### config.mk
export PLATFORM = sky130hd
export DESIGN_NAME = rom_arbiter_flat
export DESIGN_NICKNAME = d
export VERILOG_FILES = /design/src/rtl/rom_arb_pkg.sv /design/src/rtl/rom_arb_if.sv /design/src/rtl/rom_arb_starve_ctr.sv /design/src/rtl/rom_arbiter.sv /design/src/flat_wrapper.sv
export SDC_FILE = /design/constraint.sdc
export NUM_CORES = 1
export LEC_CHECK = 0
export ABC_CLOCK_PERIOD_IN_PS = 2400
export BUFFER_PORTS_ARGS = -buffer_cell sky130_fd_sc_hd__buf_2
export CAP_MARGIN = 40
export CORE_UTILIZATION = 29
export DETAILED_ROUTE_END_ITERATION = 8
export HOLD_SLACK_MARGIN = 0.05
export MAX_ROUTING_LAYER = met4
export PLACE_DENSITY_LB_ADDON = 0.12
export SETUP_SLACK_MARGIN = 0.15
export SYNTH_ARGS = -nofsm -noshare
export SYNTH_HDL_FRONTEND = slang
export SYNTH_SLANG_ARGS = --single-unit
### constraint.sdc
create_clock -name clk -period 2.4 [get_ports clk]
set_clock_uncertainty 0.2 [all_clocks]
set_input_delay 0.48 -clock clk [delete_from_list [all_inputs] [get_ports clk]]
set_output_delay 0.48 -clock clk [all_outputs]
set_load 0.02 [all_outputs]
### src/rtl/rom_arb_pkg.sv
// -----------------------------------------------------------------------------
// rom_arb_pkg
// Types and constants shared by the instruction-ROM arbiter files.
//   arb_state_e   : arbiter FSM states (idle / access in flight)
//   arb_owner_e   : which requester owns the in-flight ROM access
//   ROM_LAT_MAX   : largest supported ROM read latency
//   LAT_CNT_W     : width of the latency counter (holds 0..ROM_LAT_MAX)
//   STARVE_CNT_W  : width of the fairness starvation counter (holds 0..15)
// -----------------------------------------------------------------------------
package rom_arb_pkg;

    typedef enum logic [0:0] {
        ARB_IDLE = 1'b0,
        ARB_BUSY = 1'b1
    } arb_state_e;

    typedef enum logic {
        OWN_IF = 1'b0,
        OWN_LS = 1'b1
    } arb_owner_e;

    localparam int ROM_LAT_MAX  = 15;
    localparam int LAT_CNT_W    = $clog2(ROM_LAT_MAX + 1);
    localparam int STARVE_CNT_W = 4;

endpackage

### src/rtl/rom_arb_if.sv
// -----------------------------------------------------------------------------
// rom_arb_if
// Bundle of every handshake and bus signal around the ROM arbiter.
//   if_req/if_addr   -> arbiter : fetch read request and word address
//   if_gnt           <- arbiter : fetch request accepted this cycle
//   if_rvalid/rdata  <- arbiter : one-cycle pulse with the instruction word
//   ls_*             : the same set for the load/store requester
//   rom_addr         <- arbiter : registered ROM read address
//   rom_data         -> arbiter : ROM read data
// Modports:
//   slave  : the arbiter's view
//   master : the environment's view (both requesters plus the ROM macro)
// -----------------------------------------------------------------------------
interface rom_arb_if #(
    parameter int ADDR_W = 32,
    parameter int DATA_W = 32
);

    logic              if_req;
    logic [ADDR_W-1:0] if_addr;
    logic              if_gnt;
    logic              if_rvalid;
    logic [DATA_W-1:0] if_rdata;

    logic              ls_req;
    logic [ADDR_W-1:0] ls_addr;
    logic              ls_gnt;
    logic              ls_rvalid;
    logic [DATA_W-1:0] ls_rdata;

    logic [ADDR_W-1:0] rom_addr;
    logic [DATA_W-1:0] rom_data;

    modport slave (
        input  if_req, if_addr, ls_req, ls_addr, rom_data,
        output if_gnt, if_rvalid, if_rdata,
        output ls_gnt, ls_rvalid, ls_rdata,
        output rom_addr
    );

    modport master (
        output if_req, if_addr, ls_req, ls_addr, rom_data,
        input  if_gnt, if_rvalid, if_rdata,
        input  ls_gnt, ls_rvalid, ls_rdata,
        input  rom_addr
    );

endinterface

### src/rtl/rom_arb_starve_ctr.sv
// -----------------------------------------------------------------------------
// rom_arb_starve_ctr
// Fairness counter for the ROM arbiter: counts consecutive LS grants made
// while fetch is waiting, and forces the next idle grant to fetch once the
// count reaches STARVE_MAX. Only instantiated when ROM_ARB_FAIRNESS_EN is
// defined.
// Ports:
//   clk       in  : clock
//   rst       in  : synchronous active-high reset
//   if_req    in  : fetch request level at the time of a grant
//   grant_if  in  : fetch granted this cycle
//   grant_ls  in  : load/store granted this cycle
//   force_if  out : next idle grant must go to fetch if it is requesting
// -----------------------------------------------------------------------------
module rom_arb_starve_ctr
    import rom_arb_pkg::*;
#(
    parameter int STARVE_MAX = 4
) (
    input  logic clk,
    input  logic rst,
    input  logic if_req,
    input  logic grant_if,
    input  logic grant_ls,
    output logic force_if
);

    localparam logic [STARVE_CNT_W-1:0] STARVE_LIM = STARVE_CNT_W'(STARVE_MAX);

    logic [STARVE_CNT_W-1:0] starve_cnt;

    // The counter never passes STARVE_LIM: at the limit the next grant is
    // either to fetch or made with fetch idle, and both clear it.
    // NOTE: sequential state uses non-blocking (<=) so every flop samples
    // pre-edge values, independent of block ordering.
    always_ff @(posedge clk) begin
        if (rst) begin
            starve_cnt <= '0;
        end else if (grant_if) begin
            starve_cnt <= '0;
        end else if (grant_ls) begin
            starve_cnt <= if_req ? starve_cnt + 1'b1 : '0;
        end
    end

    assign force_if = (starve_cnt == STARVE_LIM);

endmodule

### src/rtl/rom_arbiter.sv
// -----------------------------------------------------------------------------
// rom_arbiter
// Shares the single instruction-ROM read port between fetch (IF) and
// load/store (LS). One access at a time: a combinational grant in IDLE,
// the address held on rom_addr for ROM_LAT cycles, then the ROM word is
// returned to the owner with a one-cycle rvalid pulse. LS has priority.
// Build option:
//   ROM_ARB_FAIRNESS_EN : when defined, after STARVE_MAX consecutive LS
//                         grants with IF waiting, the next grant goes to IF.
// Ports:
//   clk  in : clock, all state on posedge
//   rst  in : synchronous active-high reset (aborts any in-flight access)
//   bus     : rom_arb_if.slave - both requester handshakes and the ROM port
// -----------------------------------------------------------------------------
module rom_arbiter
    import rom_arb_pkg::*;
#(
    parameter int ADDR_W     = 32,
    parameter int DATA_W     = 32,
    parameter int ROM_LAT    = 1,
    parameter int STARVE_MAX = 4
) (
    input  logic     clk,
    input  logic     rst,
    rom_arb_if.slave bus
);

    localparam logic [0:0] S_IDLE = ARB_IDLE;
    localparam logic [0:0] S_BUSY = ARB_BUSY;

    localparam logic [LAT_CNT_W-1:0] LAT_LOAD = LAT_CNT_W'(ROM_LAT - 1);

    logic [0:0]           state;
    logic [LAT_CNT_W-1:0] lat_cnt;
    arb_owner_e           owner;
    logic [ADDR_W-1:0]    rom_addr_q;
    logic                 if_rvalid_q;
    logic [DATA_W-1:0]    if_rdata_q;
    logic                 ls_rvalid_q;
    logic [DATA_W-1:0]    ls_rdata_q;

    logic grant_if;
    logic grant_ls;
    logic force_if;

`ifdef ROM_ARB_FAIRNESS_EN
    rom_arb_starve_ctr #(
        .STARVE_MAX (STARVE_MAX)
    ) u_starve_ctr (
        .clk      (clk),
        .rst      (rst),
        .if_req   (bus.if_req),
        .grant_if (grant_if),
        .grant_ls (grant_ls),
        .force_if (force_if)
    );
`else
    assign force_if = 1'b0;
`endif

    // Grants are gated by rst so both gnt outputs read 0 while in reset.
    // NOTE: every signal assigned in always_comb gets a default first;
    // otherwise a path that skips the assignment infers a latch.
    always_comb begin
        grant_if = 1'b0;
        grant_ls = 1'b0;
        if (state == S_IDLE && !rst) begin
            if (bus.ls_req && !(force_if && bus.if_req)) begin
                grant_ls = 1'b1;
            end else if (bus.if_req) begin
                grant_if = 1'b1;
            end
        end
    end

    always_ff @(posedge clk) begin
        if (rst) begin
            state       <= S_IDLE;
            lat_cnt     <= '0;
            owner       <= OWN_IF;
            rom_addr_q  <= '0;
            if_rvalid_q <= 1'b0;
            if_rdata_q  <= '0;
            ls_rvalid_q <= 1'b0;
            ls_rdata_q  <= '0;
        end else begin
            // rvalid is a pulse: cleared every cycle unless set below.
            if_rvalid_q <= 1'b0;
            ls_rvalid_q <= 1'b0;
            if (state == S_IDLE) begin
                if (grant_ls || grant_if) begin
                    rom_addr_q <= grant_ls ? bus.ls_addr : bus.if_addr;
                    owner      <= grant_ls ? OWN_LS : OWN_IF;
                    lat_cnt    <= LAT_LOAD;
                    state      <= S_BUSY;
                end
            end else begin
                if (lat_cnt == '0) begin
                    if (owner == OWN_LS) begin
                        ls_rdata_q  <= bus.rom_data;
                        ls_rvalid_q <= 1'b1;
                    end else begin
                        if_rdata_q  <= bus.rom_data;
                        if_rvalid_q <= 1'b1;
                    end
                    state <= S_IDLE;
                end else begin
                    lat_cnt <= lat_cnt - 1'b1;
                end
            end
        end
    end

    assign bus.if_gnt    = grant_if;
    assign bus.ls_gnt    = grant_ls;
    assign bus.if_rvalid = if_rvalid_q;
    assign bus.if_rdata  = if_rdata_q;
    assign bus.ls_rvalid = ls_rvalid_q;
    assign bus.ls_rdata  = ls_rdata_q;
    assign bus.rom_addr  = rom_addr_q;

endmodule
### src/flat_wrapper.sv
// flat-port wrapper written by rule: the top's interface ports become plain ports
module rom_arbiter_flat import rom_arb_pkg::*;
#(
    parameter int ADDR_W     = 32,
    parameter int DATA_W     = 32,
    parameter int ROM_LAT    = 1,
    parameter int STARVE_MAX = 4
)
  (clk, rst, bus_if_req, bus_if_addr, bus_ls_req, bus_ls_addr, bus_rom_data, bus_if_gnt, bus_if_rvalid, bus_if_rdata, bus_ls_gnt, bus_ls_rvalid, bus_ls_rdata, bus_rom_addr);
  rom_arb_if #(.ADDR_W(ADDR_W), .DATA_W(DATA_W)) bus_i ();
  input  logic clk;
  input  logic rst;
  input wire logic [$bits(bus_i.if_req)-1:0] bus_if_req;
  input wire logic [$bits(bus_i.if_addr)-1:0] bus_if_addr;
  input wire logic [$bits(bus_i.ls_req)-1:0] bus_ls_req;
  input wire logic [$bits(bus_i.ls_addr)-1:0] bus_ls_addr;
  input wire logic [$bits(bus_i.rom_data)-1:0] bus_rom_data;
  output wire logic [$bits(bus_i.if_gnt)-1:0] bus_if_gnt;
  output wire logic [$bits(bus_i.if_rvalid)-1:0] bus_if_rvalid;
  output wire logic [$bits(bus_i.if_rdata)-1:0] bus_if_rdata;
  output wire logic [$bits(bus_i.ls_gnt)-1:0] bus_ls_gnt;
  output wire logic [$bits(bus_i.ls_rvalid)-1:0] bus_ls_rvalid;
  output wire logic [$bits(bus_i.ls_rdata)-1:0] bus_ls_rdata;
  output wire logic [$bits(bus_i.rom_addr)-1:0] bus_rom_addr;
  assign bus_i.if_req = bus_if_req;
  assign bus_i.if_addr = bus_if_addr;
  assign bus_i.ls_req = bus_ls_req;
  assign bus_i.ls_addr = bus_ls_addr;
  assign bus_i.rom_data = bus_rom_data;
  assign bus_if_gnt = bus_i.if_gnt;
  assign bus_if_rvalid = bus_i.if_rvalid;
  assign bus_if_rdata = bus_i.if_rdata;
  assign bus_ls_gnt = bus_i.ls_gnt;
  assign bus_ls_rvalid = bus_i.ls_rvalid;
  assign bus_ls_rdata = bus_i.ls_rdata;
  assign bus_rom_addr = bus_i.rom_addr;
  rom_arbiter #(.ADDR_W(ADDR_W), .DATA_W(DATA_W), .ROM_LAT(ROM_LAT), .STARVE_MAX(STARVE_MAX)) u_core (.clk(clk), .rst(rst), .bus(bus_i));
endmodule
==> results of run 1 <==
-- critical path: cells and delay by family (launching register included) --
family                 cells  cell delay, ns
buffers and inverters      2            0.21
flip-flops                 1            0.40
AND/OR/NAND/NOR            1            0.53
-- layer usage --
| metal | vias to the layer above | GRT usage [%] |
|---|---|---|
| met5 | - | - |
| met2 | 127 | 24.1 |
| met1 | 1649 | 17.0 |
| met4 | 0 | 6.33 |
| li1 | 1817 | - |
| met3 | 13 | 4.47 |
-- flip-flops by register name (all words and copies together), names as in the netlist --
| register | count |
|---|---|
| u_core.state | 1 |
| u_core.owner | 1 |
| u_core.bus.ls_rdata | 32 |
| u_core.bus.ls_rvalid | 1 |
| u_core.lat_cnt | 4 |
| u_core.bus.if_rdata | 32 |
| u_core.bus.if_rvalid | 1 |
| u_core.bus.rom_addr | 32 |
-- power by group through the flow --
stage               registers [mW]  logic, mW  clock network, mW
finish                        1.88      0.597               1.40
global route                  1.89      0.652               1.52
CTS                           1.88      0.609               1.44
detailed placement            1.92      0.607                  0
global placement              1.91      0.599                  0
floorplan                     2.03      0.259                  0
-- cell type report --
class                      count  area, µm²
sequential                   104       2080
tap                          180        225
inverter                       4       17.5
clock buffer                  12        256
multi-input combinational    286       1970
timing repair buffer         207       1090
clock inverter                 3       17.5
fill                        1435       8430
-- worst paths after layout --
| kind | start | end | slack, ns |
|---|---|---|---|
| max | u_core.state | bus_ls_gnt | 0.24 |
| min | bus_rom_data[11] | u_core.bus.if_rdata[11] | 0.20 |
| max reg2reg | u_core.lat_cnt[0] | u_core.bus.if_rdata[17] | 0.41 |
| min reg2reg | u_core.bus.ls_rdata[8] | u_core.bus.ls_rdata[8] | 0.25 |
-- cells by family after synthesis --
group	after synthesis
simple gates	144
mux	121
flops	104
buf+inv	37
compound gates	20
fa+ha+maj	1
-- through the flow --
step                instance area [µm²]  hold WS (ns)
finish                             5660         0.197
global route                       5660         0.188
CTS                                5660         0.180
detailed placement                 5390         0.245
global placement                   5390         0.238
floorplan                          4260         0.245
-- layout by cell type (no fill, tap or decap), drive strengths merged, types with 2 or more instances in the layout --
master / instances
buf: 207
nand2: 124
mux2i: 121
dfxtp: 104
clkbuf: 12
o211ai: 7
o21ai: 7
inv: 4
nor4b: 4
nor2: 4
a21oi: 3
nor3: 3
clkinv: 2
==> flow_metrics.env, run 1 <==
export IMPL_routed_via_density=4.53
export IMPL_rsz0062_at_grt="false"
export IMPL_power_mw=3.87
export IMPL_placementRows=43
export IMPL_syn2layout_area_growth_pct=32.9
export IMPL_fin_ws_ns=0.244
export IMPL_fmax_mhz=464
export IMPL_fin_util_pct=40.2
export IMPL_post_cts_resized=0
export IMPL_drtAntennaViolNets=0
export IMPL_yosys_area_share_simple_pct=14.2
export IMPL_drt_total_wl_um=11100
export IMPL_synth_top_area_share_pct=48.9
export IMPL_drt_first_pass_iters=4
export IMPL_cts_tree="built"
export IMPL_worstMarginPinSlew_ns=0.638
export IMPL_grt_max_degree=58
export IMPL_synth_area_mm2=0.00426
export IMPL_worstHoldPathCells=3
export IMPL_grt_pass1_vias=3418
export IMPL_finalMaxSlewViolations=0
export IMPL_synth_most_common_cell="nand2_1"
export IMPL_num_antenna_cells=0
export IMPL_cts_buffers=9
export IMPL_synthFlopType="dfxtp_1"
export IMPL_syn_num_nets=528
export IMPL_yosys_register_bits=104
export IMPL_cts_path_max_buffers=2
export IMPL_route_met2_wl_um=5200
export IMPL_reg2regPathDepth=5
export IMPL_nNetsFinal=713
export IMPL_dr_wl_met3_um=939
export IMPL_pwr_share_clk_pct=36.1
export IMPL_synth_area_leaders="dfxtp_1 49%, mux2i_1 28%, nand2_1 11%"
export IMPL_netlist_instances=427
export IMPL_p_seq_share_pct=48.4
export IMPL_path_cells="or3b_2 -> inv_1 -> buf_2"
export IMPL_endpoint_kind="output pin"
export IMPL_avgSynthCellArea_um2=9.98
export IMPL_core_mm2=0.0141
export IMPL_cap_viol_max_count=0
export IMPL_critPathKind="register to output pin"
export IMPL_grt_pass1_wl_um=16700
export IMPL_crit_slowest_cell="or3b_2"
export IMPL_pin_count=200
export IMPL_post_route_period_util_pct=89.9
export IMPL_die_w_um=123
export IMPL_leakagePower_nw=2.95
export IMPL_synth_common_cells="123 x nand2_1, 121 x mux2i_1, 104 x dfxtp_1"
export IMPL_portBuffers=199
export IMPL_top_layer="met4"
export IMPL_drive_gt1_share_pct=37.2
export IMPL_muxShareOfSynthArea_pct=28.4
export IMPL_outcome="finished clean"
export IMPL_clock_tree_root_cell="clkbuf_16"
export IMPL_place_ws_ns=0.259
export IMPL_async_flop_share_pct=0
export IMPL_grt_overflow=0
export IMPL_synth_edf_count=0
export IMPL_gp_congestion=0.725
export IMPL_fin_setup_tns_ns=0
export IMPL_timing_final_crit_period_ns=2.16
export IMPL_p_int_mw=2.82
export IMPL_relSlewSlack_pct=57.4
export IMPL_clk_pin_slew_ns=0.07
export IMPL_hold_path_class="primary input to register"
export IMPL_fin_cells=796
export IMPL_hold_viol=0
export IMPL_post_synth_xor_area_fraction_pct=0
export IMPL_m1WireLength_um=4770
export IMPL_gr_usage_all_layers_pct=14.9
export IMPL_arrival_ns=1.48
export IMPL_clkSinkCount=104
export IMPL_fp_dieH_um=123
export IMPL_path_max_fanout=8
export IMPL_synth_top_area_cell="dfxtp_1"
export IMPL_remaining_drc_errors=0
export IMPL_synth_fa_ha_area_share_pct=0.294
export IMPL_dp_hpwl_um=7820
export IMPL_synth_cell_types=32
export IMPL_p_sw_share_pct=27.0
export IMPL_cp_required_ns=1.72
export IMPL_ir_worst_vdd_uv=320
export IMPL_dp_cells=781
export IMPL_drt_iter0_markers=128
export IMPL_insertion_delay_ns=0.35
export IMPL_cts_hold_buf=0
export IMPL_seq_area_frac_synth_pct=48.9
export IMPL_wire_per_inst_um=13.9
export IMPL_antenna_found_initial=0
export IMPL_p_switching_mw=1.05
export IMPL_power_frac_comb_pct=15.4
export IMPL_cpPeakStageDelay_ns=0.53
export IMPL_ys_warnings_count=0
export IMPL_synth_top_family_by_area="multiplexers"
export IMPL_initial_core_util_pct=30.2
export IMPL_cp_start_kind="register"
export IMPL_synth_compound_area_share_pct=3.05
export IMPL_die_area_mm2=0.0152
export IMPL_vias=3606
export IMPL_cts_htree_levels=3
export IMPL_powerDensity_mw_per_mm2=683
export IMPL_setup_violations=0
export IMPL_cts_setup_buffers=0
(Power assumes the default switching activity.)
==> run 2, diff against run 1 <==
CORE_ASPECT_RATIO = 1.1   (was default)
==> flow_metrics.env, run 2 (same netlist as run 1, synthesis figures left out) <==
export IMPL_outcome="finished clean"
export IMPL_cts_hold_buf=0
export IMPL_pin_count=200
export IMPL_final_cell_mix="199 x buf_2, 123 x nand2_1, 121 x mux2i_1"
export IMPL_hold_path_startpoint="bus_rom_data[13]"
export IMPL_die_area_mm2=0.0152
export IMPL_cts_setup_buffers=0
export IMPL_fillers=1462
export IMPL_portBuffers=199
export IMPL_worstMarginPinSlew_ns=0.631
export IMPL_p_int_mw=2.91
export IMPL_gp_congestion=0.763
export IMPL_hold_path_end="u_core.bus.if_rdata[13]"
export IMPL_cts_buffers=9
export IMPL_remaining_drc_errors=0
export IMPL_cpPeakStageDelay_ns=0.52
export IMPL_fmax_mhz=462
export IMPL_post_route_period_util_pct=90.2
export IMPL_finalMaxSlewViolations=0
export IMPL_placementRows=46
export IMPL_grt_overflow=0
export IMPL_cts_tree="built"
export IMPL_regArea_mm2=0.00208
export IMPL_cap_viol_max_count=0
export IMPL_p_sw_share_pct=26.3
export IMPL_insertion_delay_ns=0.34
export IMPL_fp_dieH_um=129
export IMPL_drt_total_wl_um=10700
export IMPL_grt_pass1_vias=3554
export IMPL_gr_usage_all_layers_pct=14.9
export IMPL_antenna_found_initial=1
export IMPL_cts_htree_levels=3
export IMPL_initial_core_util_pct=29.6
export IMPL_powerDensity_mw_per_mm2=688
export IMPL_clock_tree_root_cell="clkbuf_16"
export IMPL_cts_path_max_buffers=2
export IMPL_path_max_fanout=11
export IMPL_rsz0062_at_grt="false"
export IMPL_grt_max_degree=45
export IMPL_relSlewSlack_pct=57.9
export IMPL_routed_via_density=4.43
export IMPL_power_frac_comb_pct=15.2
export IMPL_endpoint_kind="output pin"
export IMPL_critPathKind="register to output pin"
export IMPL_drive_gt1_share_pct=37.8
export IMPL_path_cells="or3b_2 -> inv_1 -> buf_2"
export IMPL_post_cts_resized=2
export IMPL_hold_viol=0
export IMPL_wire_per_inst_um=13.2
export IMPL_pwr_share_clk_pct=37.3
export IMPL_grt_pass1_wl_um=17400
export IMPL_clkSinkCount=104
export IMPL_nNetsFinal=714
export IMPL_drt_first_pass_iters=6
export IMPL_setup_violations=0
export IMPL_cp_top_family="simple AND/OR/NAND/NOR gates"
export IMPL_drtAntennaViolNets=0
export IMPL_arrival_ns=1.49
export IMPL_multi_input_area_mm2=0.00198
export IMPL_reg2regPathDepth=5
export IMPL_fin_setup_tns_ns=0
export IMPL_syn2layout_area_growth_pct=34.5
export IMPL_timing_final_crit_period_ns=2.17
export IMPL_final_common_cell="buf_2"
export IMPL_worstHoldPathCells=3
export IMPL_crit_slowest_cell="or3b_2"
export IMPL_r2r_start="u_core.lat_cnt[0]"
export IMPL_p_seq_share_pct=47.5
export IMPL_rr_endpoint="u_core.bus.if_rdata[18]"
export IMPL_clk_pin_slew_ns=0.07
export IMPL_r2r_slack_ns=0.39
export IMPL_leakagePower_nw=2.97
export IMPL_path_buf_inv=2
export IMPL_cp_required_ns=1.72
export IMPL_die_w_um=118
export IMPL_hold_path_class="primary input to register"
export IMPL_core_mm2=0.0144
export IMPL_drt_iter0_markers=110
export IMPL_cp_start_kind="register"
export IMPL_vias=3590
export IMPL_hold_ws_ns=0.194
export IMPL_ir_worst_vdd_uv=292
export IMPL_p_switching_mw=1.04
export IMPL_dp_hpwl_um=7450
==> run 2: worst min-delay path: stages <==
cell and delay [ns]:
buf_2 0.09, nand2_1 0.06, mux2i_1 0.06
==> run 2: stage by stage <==
| step | instance area [µm²] | util (%) | instances | worst slack [ns] | power, mW |
|---|---|---|---|---|---|
| 3_5_place_dp | 5430 | 37.7 | 794 | 0.300 | 2.52 |
| 6_report | 5730 | 39.8 | 810 | 0.234 | 3.95 |
| 5_1_grt | 5730 | 39.8 | 810 | 0.173 | 4.15 |
| 2_1_floorplan | 4260 | - | 427 | 0.271 | 2.29 |
| 4_1_cts | 5730 | 39.8 | 809 | 0.203 | 4.02 |
| 3_3_place_gp | 5430 | 37.7 | 794 | 0.342 | 2.51 |
==> run 2: area by class of cell <==
type                       instances  area share, %
timing repair buffer             208           19.4
tap                              192           4.19
clock inverter                     5           1.00
sequential                       104           36.3
antenna                            1         0.0437
multi-input combinational        286           34.5
clock buffer                      10           4.17
inverter                           4          0.306
==> run 2: worst max-delay path by stage <==
stage | from | end | depth (start not counted)
floorplan | rst | bus_if_gnt | 2
global placement | rst | bus_ls_gnt | 4
detailed placement | rst | bus_if_gnt | 3
CTS | u_core.state | bus_ls_gnt | 3
global route | u_core.state | bus_ls_gnt | 3
finish | u_core.state | bus_ls_gnt | 3
==> run 2: power groups by stage <==
stage	combinational, mW	clock (mW)	sequential, mW
finish	0.601	1.47	1.87
global route	0.657	1.60	1.89
CTS	0.612	1.54	1.87
detailed placement	0.610	0	1.91
global placement	0.600	0	1.91
floorplan	0.259	0	2.03
==> run 2: routing by layer <==
| layer | vias to the layer above | track usage, % | wire length [µm] |
|---|---|---|---|
| li1 | 1814 | - | - |
| met1 | 1628 | 16.8 | 4700 |
| met2 | 133 | 24.2 | 4970 |
| met3 | 15 | 4.58 | 821 |
| met4 | 0 | 7.24 | 235 |
| met5 | - | - | 0 |
==> run 3, diff against run 2 <==
CELL_PAD_IN_SITES_DETAIL_PLACEMENT = 1   (was default)
CELL_PAD_IN_SITES_GLOBAL_PLACEMENT = 2   (was default)
CORE_UTILIZATION = 27   (was 29)
SYNTH_HIERARCHICAL = 1   (was default)
==> flow_metrics.env, run 3 <==
export IMPL_fp_dieH_um=134
export IMPL_worstMarginPinSlew_ns=0.422
export IMPL_die_area_mm2=0.0164
export IMPL_path_cells="or3b_2 -> inv_1 -> buf_2"
export IMPL_yosys_register_bits=104
export IMPL_gp_congestion=0.716
export IMPL_clock_tree_root_cell="clkbuf_16"
export IMPL_routed_via_density=4.35
export IMPL_syn_num_nets=530
export IMPL_die_w_um=122
export IMPL_drt_iter0_markers=79
export IMPL_use_met1_pct=17.6
export IMPL_nNetsFinal=722
export IMPL_clkSinkCount=104
export IMPL_relSlewSlack_pct=71.9
export IMPL_grt_max_degree=78
export IMPL_num_antenna_cells=0
export IMPL_synth_common_cells="132 x nand2_1, 126 x mux2i_1, 104 x dfxtp_1"
export IMPL_reg2regPathDepth=6
export IMPL_setup_violations=0
export IMPL_post_route_period_util_pct=90.7
export IMPL_placementRows=47
export IMPL_synth_top_area_share_pct=48.5
export IMPL_cts_tree="built"
export IMPL_cp_start_kind="register"
export IMPL_fmax_mhz=460
export IMPL_dp_hpwl_um=8650
export IMPL_crit_slowest_cell="or3b_2"
export IMPL_cap_viol_max_count=0
export IMPL_grt_overflow=0
export IMPL_critPathKind="register to output pin"
export IMPL_busiest_layer="met2"
export IMPL_wire_per_inst_um=14.6
export IMPL_grt_pass1_vias=3729
export IMPL_synth_top_area_cell="dfxtp_1"
export IMPL_gr_usage_met2_pct=25.0
export IMPL_grt_pass1_wl_um=18700
export IMPL_r2r_start="u_core/lat_cnt[0]"
export IMPL_finalMaxSlewViolations=0
export IMPL_hold_path_class="primary input to register"
export IMPL_cts_setup_buffers=0
export IMPL_insertion_delay_ns=0.34
export IMPL_remaining_drc_errors=0
export IMPL_gr_usage_all_layers_pct=15.0
export IMPL_syn2layout_area_growth_pct=33.7
export IMPL_drt_first_pass_iters=3
export IMPL_timing_final_crit_period_ns=2.18
export IMPL_synth_edf_count=0
export IMPL_antenna_found_initial=0
export IMPL_cp_required_ns=1.72
export IMPL_cpPeakStageDelay_ns=0.53
export IMPL_rsz0062_at_grt="false"
export IMPL_cts_path_max_buffers=2
export IMPL_seq_area_frac_synth_pct=48.5
export IMPL_synthFlopType="dfxtp_1"
export IMPL_powerDensity_mw_per_mm2=684
export IMPL_path_max_fanout=13
export IMPL_pin_count=200
export IMPL_fin_util_pct=37.5
export IMPL_synth_area_leaders="dfxtp_1 48%, mux2i_1 29%, nand2_1 12%"
export IMPL_initial_core_util_pct=28.1
export IMPL_fin_setup_tns_ns=0
export IMPL_cts_htree_levels=3
export IMPL_synth_most_common_cell="nand2_1"
export IMPL_hold_path_startpoint="bus_rom_data[6]"
export IMPL_final_common_cell="buf_2"
export IMPL_grt_use_met3_pct=3.36
export IMPL_drt_total_wl_um=12000
export IMPL_leakagePower_nw=3.03
export IMPL_hold_viol=0
export IMPL_core_mm2=0.0153
export IMPL_arrival_ns=1.50
export IMPL_drive_gt1_share_pct=37.6
export IMPL_avgSynthCellArea_um2=10.0
export IMPL_ir_worst_vdd_uv=281
export IMPL_synth_cell_types=31
export IMPL_vias=3570
export IMPL_async_flop_share_pct=0
export IMPL_netlist_instances=428
export IMPL_synth_area_mm2=0.00429
export IMPL_crit_start="u_core/state"
export IMPL_endpoint_kind="output pin"
export IMPL_cts_hold_buf=0
export IMPL_portBuffers=199
export IMPL_drtAntennaViolNets=0
export IMPL_ys_warnings_count=6
export IMPL_worstHoldPathCells=3
export IMPL_cts_buffers=9
export IMPL_outcome="finished clean"
export IMPL_fillers=1842
export IMPL_hold_ws_ns=0.203
export IMPL_final_cell_mix="199 x buf_2, 131 x nand2_1, 126 x mux2i_1"
export IMPL_clk_pin_slew_ns=0.07
==> run 3: cell types whose count changed in the layout (fill, tap and decap cells not counted), sizes merged, moves of 3 or more <==
cell / before / now
nand2: 124 / 132
buf: 208 / 211
mux2i: 121 / 126
o211ai: 7 / 0
o21ai: 7 / 2
nor4b: 4 / 1
==> run 3: final cells by class <==
| type | instances | area (µm²) | area share, % |
|---|---|---|---|
| clock buffers | 12 | 256 | 4.47 |
| clock inverters | 4 | 28.8 | 0.501 |
| inverters | 5 | 21.3 | 0.371 |
| multi-input cells | 289 | 1990 | 34.7 |
| flip-flops and latches | 104 | 2080 | 36.3 |
| well taps | 196 | 245 | 4.27 |
| repair buffers | 211 | 1110 | 19.4 |
==> run 3: layer usage <==
metal	share of wire [%]	wire, µm	vias up
li1	-	-	1809
met1	45	5340	1638
met2	47	5660	114
met3	6.9	825	9
met4	1.4	163	0
met5	0	0	-
==> run 3: worst max-delay path: cells and delay by family (launching register included) <==
family / cells / cell delay (ns)
buf+inv: 2 / 0.23
flops: 1 / 0.39
simple gates: 1 / 0.53
==> run 3: kinds of logic (layout without fill, tap and decap cells) <==
group | count (synthesis) | count (layout) | share of synthesized area, %
buffers and inverters | 35 | 232 | 5.45
adders and majority gates | 2 | 2 | 0.583
and+or+nand+nor | 151 | 151 | 14.6
muxes | 126 | 126 | 29.4
DFF | 104 | 104 | 48.5
AOI/OAI and AO/OA | 10 | 10 | 1.52
==> run 3: final timing paths <==
check	end	slack, ns
worst min register to register	u_core/bus.rom_addr[9]	0.26
worst min-delay path	u_core/bus.ls_rdata[6]	0.20
worst max-delay path	bus_ls_gnt	0.22
worst max register to register	u_core/bus.if_rdata[4]	0.47
==> run 3: through the flow <==
| stage | power, mW | setup WS, ns | area, µm² | std cells |
|---|---|---|---|---|
| global placement | 2.53 | 0.375 | 5450 | 805 |
| floorplan | 2.30 | 0.283 | 4290 | 428 |
| detailed placement | 2.55 | 0.328 | 5450 | 805 |
| finish | 3.93 | 0.224 | 5740 | 821 |
| global route | 4.12 | 0.160 | 5740 | 821 |
| CTS | 4.01 | 0.191 | 5740 | 821 |
==> run 3: repair_timing <==
item | in CTS | in global routing
resized for setup | 1 | 0
hold endpoints to repair | 0 | 0
endpoints found under the setup margin | 1 | 0
==> run 3: where the power goes <==
part           internal, mW  total [mW]  switching (mW)
Clock                 0.763        1.44           0.673
Combinational         0.255       0.614           0.359
Sequential             1.83        1.88          0.0526
